--- src/rtl/plp_bus_master_pkg.sv ---
// Shared types and constants for the serial-command bus initiator.
// Latency: n/a (declarations only).
// Backpressure: n/a.
package plp_bus_master_pkg;

  typedef enum logic [2:0] {
    IDLE,
    ADDR,
    DATA,
    REQ,
    XFER,
    RESP
  } state_t;

  // Width of the byte counter that walks the 4 bytes of a word.
  localparam int CNT_W = 2;

  localparam logic [7:0] CMD_WRITE_DEF = 8'h57;
  localparam logic [7:0] CMD_READ_DEF  = 8'h52;
  localparam logic [7:0] ACK_BYTE_DEF  = 8'h06;
  localparam logic [7:0] NAK_BYTE_DEF  = 8'h15;

  // Bus addresses are word addresses; the low two bits are never driven.
  function automatic logic [31:0] word_align(input logic [31:0] a);
    return a & 32'hFFFF_FFFC;
  endfunction

endpackage

--- src/rtl/plp_byte_shifter.sv ---
// 4-byte big-endian shift register: assembles words from bytes, serialises words MSB first.
// Latency: load/shift visible on word one cycle after the controlling strobe.
// Backpressure: none; the owner strobes shift only when a byte is actually transferred.
// Ports: clk/rst (async active-low), load + load_word (parallel load, has priority),
//        shift + shift_byte (word <= {word[23:0], shift_byte}), word (current contents).
module plp_byte_shifter (
  input  logic        clk,
  input  logic        rst,
  input  logic        load,
  input  logic [31:0] load_word,
  input  logic        shift,
  input  logic [7:0]  shift_byte,
  output logic [31:0] word
);

  always_ff @(posedge clk or negedge rst) begin
    if (!rst) begin
      word <= '0;
    end else if (load) begin
      word <= load_word;
    end else if (shift) begin
      word <= {word[23:0], shift_byte};
    end
  end

endmodule

--- src/rtl/plp_bus_master.sv ---
// Byte-stream command master: parses W/R commands, owns the data bus for one word, replies on tx.
// Latency: write pulse 1 cycle after grant, ACK 1 cycle later; read capture READ_LAT cycles after grant.
// Backpressure: rx_ready low outside IDLE/ADDR/DATA (no buffering); RESP holds tx_data until tx_ready.
// Ports: clk, rst (async active-low); rx_data/rx_valid/rx_ready command bytes in;
//        tx_data/tx_valid/tx_ready response bytes out; bus_req/bus_gnt ownership handshake;
//        bus_daddr/bus_dout/bus_din/bus_drw single-word bus access; busy = not IDLE.
module plp_bus_master
  import plp_bus_master_pkg::*;
#(
  parameter int unsigned READ_LAT  = 1,
  parameter logic [7:0]  CMD_WRITE = CMD_WRITE_DEF,
  parameter logic [7:0]  CMD_READ  = CMD_READ_DEF,
  parameter logic [7:0]  ACK_BYTE  = ACK_BYTE_DEF,
  parameter logic [7:0]  NAK_BYTE  = NAK_BYTE_DEF
) (
  input  logic        clk,
  input  logic        rst,
  input  logic [7:0]  rx_data,
  input  logic        rx_valid,
  output logic        rx_ready,
  output logic [7:0]  tx_data,
  output logic        tx_valid,
  input  logic        tx_ready,
  output logic        bus_req,
  input  logic        bus_gnt,
  output logic [31:0] bus_daddr,
  output logic [31:0] bus_dout,
  input  logic [31:0] bus_din,
  output logic        bus_drw,
  output logic        busy
);

  localparam logic [3:0] LAT_LAST = 4'(READ_LAT - 1);

  state_t           state, next_state;
  logic [CNT_W-1:0] cnt;
  logic [CNT_W-1:0] resp_last;
  logic [3:0]       lat_cnt;
  logic             is_write;

  logic        rx_fire, tx_fire, known_cmd, byte_last, xfer_done, bus_phase;
  logic        addr_shift, data_load, data_shift;
  logic [31:0] data_load_word, addr_word, data_word;
  logic [7:0]  data_shift_byte;

  assign rx_fire   = rx_valid & rx_ready;
  assign tx_fire   = tx_valid & tx_ready;
  assign known_cmd = (rx_data == CMD_WRITE) || (rx_data == CMD_READ);
  assign byte_last = &cnt;
  // A write needs a single bus cycle; a read holds the address for READ_LAT cycles.
  assign xfer_done = is_write || (lat_cnt == LAT_LAST);
  assign bus_phase = (state == REQ) || (state == XFER);

  always_ff @(posedge clk or negedge rst) begin
    if (!rst) begin
      state <= IDLE;
    end else begin
      state <= next_state;
    end
  end

  always_comb begin
    next_state = state;
    rx_ready   = 1'b0;
    tx_valid   = 1'b0;
    bus_req    = 1'b0;
    bus_drw    = 1'b0;
    case (state)
      IDLE: begin
        rx_ready = 1'b1;
        if (rx_valid) next_state = known_cmd ? ADDR : RESP;
      end
      ADDR: begin
        rx_ready = 1'b1;
        if (rx_valid && byte_last) next_state = is_write ? DATA : REQ;
      end
      DATA: begin
        rx_ready = 1'b1;
        if (rx_valid && byte_last) next_state = REQ;
      end
      REQ: begin
        bus_req = 1'b1;
        if (bus_gnt) next_state = XFER;
      end
      XFER: begin
        // Grant is not re-checked here: a dropped grant mid-transfer is ignored.
        bus_req = 1'b1;
        bus_drw = is_write;
        if (xfer_done) next_state = RESP;
      end
      RESP: begin
        tx_valid = 1'b1;
        if (tx_ready && (cnt == resp_last)) next_state = IDLE;
      end
      default: next_state = IDLE;
    endcase
  end

  always_ff @(posedge clk or negedge rst) begin
    if (!rst) begin
      cnt       <= '0;
      resp_last <= '0;
      lat_cnt   <= '0;
      is_write  <= 1'b0;
    end else begin
      case (state)
        IDLE: if (rx_fire) begin
          cnt       <= '0;
          resp_last <= '0;
          is_write  <= (rx_data == CMD_WRITE);
        end
        // The counter wraps to 0 after the 4th byte, ready for the next field.
        ADDR, DATA: if (rx_fire) cnt <= cnt + 1'b1;
        REQ:  lat_cnt <= '0;
        XFER: begin
          lat_cnt <= lat_cnt + 1'b1;
          if (xfer_done) begin
            cnt       <= '0;
            resp_last <= is_write ? '0 : {CNT_W{1'b1}};
          end
        end
        RESP: if (tx_fire) cnt <= cnt + 1'b1;
        default: ;
      endcase
    end
  end

  // The data shifter doubles as the response register once the bus phase is over.
  assign addr_shift      = (state == ADDR) && rx_fire;
  assign data_load       = ((state == IDLE) && rx_fire && !known_cmd) ||
                           ((state == XFER) && xfer_done);
  assign data_load_word  = (state == IDLE) ? {NAK_BYTE, 24'h0} :
                           is_write        ? {ACK_BYTE, 24'h0} : bus_din;
  assign data_shift      = ((state == DATA) && rx_fire) || ((state == RESP) && tx_fire);
  assign data_shift_byte = (state == RESP) ? 8'h00 : rx_data;

  plp_byte_shifter u_addr (
    .clk        (clk),
    .rst        (rst),
    .load       (1'b0),
    .load_word  (32'h0),
    .shift      (addr_shift),
    .shift_byte (rx_data),
    .word       (addr_word)
  );

  plp_byte_shifter u_data (
    .clk        (clk),
    .rst        (rst),
    .load       (data_load),
    .load_word  (data_load_word),
    .shift      (data_shift),
    .shift_byte (data_shift_byte),
    .word       (data_word)
  );

  assign bus_daddr = bus_phase ? word_align(addr_word) : '0;
  assign bus_dout  = bus_phase ? data_word : '0;
  assign tx_data   = (state == RESP) ? data_word[31:24] : '0;
  assign busy      = (state != IDLE);

endmodule
--- config.mk ---
export PLATFORM = sky130hd
export DESIGN_NAME = plp_bus_master
export DESIGN_NICKNAME = d
export VERILOG_FILES = /design/src/rtl/plp_bus_master_pkg.sv /design/src/rtl/plp_byte_shifter.sv /design/src/rtl/plp_bus_master.sv
export SDC_FILE = /design/constraint.sdc
export NUM_CORES = 1
export LEC_CHECK = 0
export CORE_ASPECT_RATIO = 0.75
export CORE_UTILIZATION = 45
export DETAILED_ROUTE_END_ITERATION = 10
export PLACE_DENSITY_LB_ADDON = 0.15
export SYNTH_ARGS = -nofsm -noshare
export SYNTH_HDL_FRONTEND = slang
export SYNTH_HIERARCHICAL = 1
export SYNTH_SLANG_ARGS = --single-unit
--- constraint.sdc ---
create_clock -name clk -period 1.7 [get_ports clk]
set_input_delay 0.255 -clock clk [delete_from_list [all_inputs] [get_ports clk]]
set_output_delay 0.255 -clock clk [all_outputs]
set_load 0.02 [all_outputs]
==> results.md <==
* Run status: complete, but fails checks
* Failing checks: negative setup slack
* Synth warn at 6
* GPL Wtd Cong at 0.841
* Total routed wirelength at 20000 µm
* Sequential share of power at 19.9%
* Psw at 6480 µW
* Total gr overflow at 0
* Setup violations, final at 144
* Dpl hpwl at 9350 µm
* Worst-skew pair later-pin latency at 0.35 ns
* Syn Area/Cell at 9.17 µm²
* Die Y at 89.9 µm
* Worst Path Required at 1.44 ns
* Root Buffer: clkbuf_16
* Startpoint types: flip-flop
* Vias in the first global route at 4702
* ANT cells at 0
* Critical Path Fanout Max at 7
* Count leader, synth: and2_1
* Synthesized cell area at 0.00463 mm²
* Final net count at 791
* Cell area power density at 1910 mW/mm²
* Share of the synthesized area in the top cell type at 40.5%
* WL/cell at 22.8 µm
* Initial antenna violation count at 0
* Largest cells by area after synthesis: dfrtp_1, and2_1, mux2i_1
* Pins over their slew limit at 0
* Logic gate share of total power at 68.3%
* Die Area at 0.0107 mm²
* Sequential share of the synthesized area at 40.5%
* Synth unique cells at 47
* Final Cell Area at 0.00811 mm²
* Internal power at 9000 µW
* IO Port Bufs at 119
* Core area at 0.00981 mm²
* Clock Sink Count at 75
* Synth Flop Type: dfrtp_1
* FP Rows at 31
* Syn Inst Count at 505
* DR iter-0 viols at 395
* First-pass iteration count of the detailed router at 5
* Hold crit path type: in -> async
* Register bit total from synthesis at 75
* Area Overhead vs Synth at 75.1%
* DP Area at 0.00648 mm²
* CTS Buffer Depth at 2
* Clk slew on worst S/H paths at 0.06 ns
* Crit end category: output pin
* Post-synth EDFFs at 0
* CTS buffer count at 9
* Clk network pwr share at 11.8%
* Global-route wire length before repair at 25200 µm
* Via/cell ratio at 5.67
* Final hold violation count at 0
* Global Route Usage Sum at 30.5%
* Minimum clock period after layout at 2.23 ns
* Sw Share at 41.9%
* Fill cell count at 522
* Initial Util at 47.2%
* Leakage at 0.00360 µW
* Crit share post-route at 131%
* Max cap viols at 0
* Layout cells sized above 1 at 46.9%
* Synth area leader: dfrtp_1
* Total number of vias at 4987
* Die X at 119 µm
* CTS tree: built
* Critical setup path kind: reg -> out
* Max VDD drop at 0.914 mV
* Num ports at 122
* DRT antenna net count at 0
* Synth async-reset ratio at 100%
* Largest net degree at the start of global routing at 65
* Achievable Freq at 0.449 GHz
* Setup TNS at -46.40 ns
* H-tree lvl count at 3
* Critical Path AT at 1.97 ns
* Setup WS post-layout at -0.527 ns
* Drt drc at 0
* RSZ-0062 raised after global routing: yes
* Clock skew at 0.00990 ns
* Synth top cells by count: and2_1, dfrtp_1, nand2_1
## cell families after synthesis
kind of cell | share of synthesized area [%]
compound gates | 11.2
xor+xnor | 0.567
fa+ha+maj | 0.810
buf+inv | 7.59
flops | 40.5
mux | 14.0
other cells | 0.0810
simple gates | 25.2
## repair_timing
| item | 4_1_cts | 5_1_grt |
|---|---|---|
| setup endpoints to repair | 146 | 146 |
| endpoints found under the hold margin | 13 | 0 |
| gates cloned | 12 | 7 |
| pin swaps | 22 | 26 |
| hold buffers | 1 | 0 |
| gates resized for setup | 479 | 113 |
| setup buffers | 28 | 17 |
## routing by layer
layer	global-route usage (%)	vias to the layer above	wire length, µm
met5	0	-	0
met1	41.5	2410	7630
met3	6.09	93	1670
met4	13.8	0	1140
met2	46.9	337	9580
li1	-	2147	-
## critical path: stages, from the launching register on
cell	delay [ns]
dfrtp_1	0.40
or3b_4	0.44
o21ai_4	0.11
buf_6	0.15
buf_8	0.14
buf_12	0.14
and2_4	0.15
buf_6	0.11
## sequential cells by signal (all words and copies together), names as in the netlist
name / count
is_write: 1
u_data/word: 32
u_addr/word: 32
resp_last: 1
state: 3
lat_cnt: 4
cnt: 2
## stage by stage
step	util [%]	setup slack, ns	power, µW	hold slack, ns	cells
after floorplan	-	-0.0424	7060	-0.0406	539
after global placement	66.1	-0.440	9140	0.125	806
after detailed placement	66.1	-0.484	9320	0.128	806
after CTS	76.5	-0.413	13300	0.329	862
after global routing	82.6	-0.538	16000	0.329	880
final	82.6	-0.527	15500	0.313	880
## path summary, 6_finish.rpt
path,from,endpoint,slack [ns],cells past startpoint
setup / recovery,state[1],bus_daddr[2],-0.53,7
hold reg to reg,u_data/word[29],u_data/word[29],0.58,2
min in group clk,bus_din[11],u_data/word[11],0.57,4
max in group asynchronous,rst,u_addr/word[25],0.77,3
hold / removal,rst,u_addr/word[27],0.31,2
setup reg to reg,state[0],u_data/word[10],-0.43,12
## power by group through the flow
stage,Combinational [µW],Sequential (µW),Clock (µW)
floorplan,4340,2720,0
CTS,8590,2910,1800
detailed placement,6400,2920,0
global route,10900,3120,1910
finish,10600,3080,1820
global placement,6240,2900,0
## cell type report
cell class                      instances  area (µm²)  share of cell area [%]
Clock buffer                           14         264                    3.26
Clock inverter                          2        10.0                   0.123
Inverter                                8        35.0                   0.432
Multi-Input combinational cell        414        3150                    38.9
Sequential cell                        75        1880                    23.1
Tap cell                              132         165                    2.04
Timing Repair Buffer                  235        2610                    32.1
## cell usage in the layout (no fill, tap or decap), types with 5 or more instances in the layout
cell and count:
nand2_2 10, buf_16 9, mux2i_1 49, nor2_4 5, nand2_4 10, clkbuf_16 14, buf_12 12, buf_8 8
o21ai_1 49, dfrtp_1 75, and2_2 8, conb_1 35, buf_4 73, buf_2 10, and2_1 43, nor2_1 5
inv_1 5, and2_4 55, buf_6 71, mux2i_4 8, mux2i_2 8, nand2_1 50, clkdlybuf4s50_1 43, o21ai_2 17
Power figures use the tool's default switching activity.
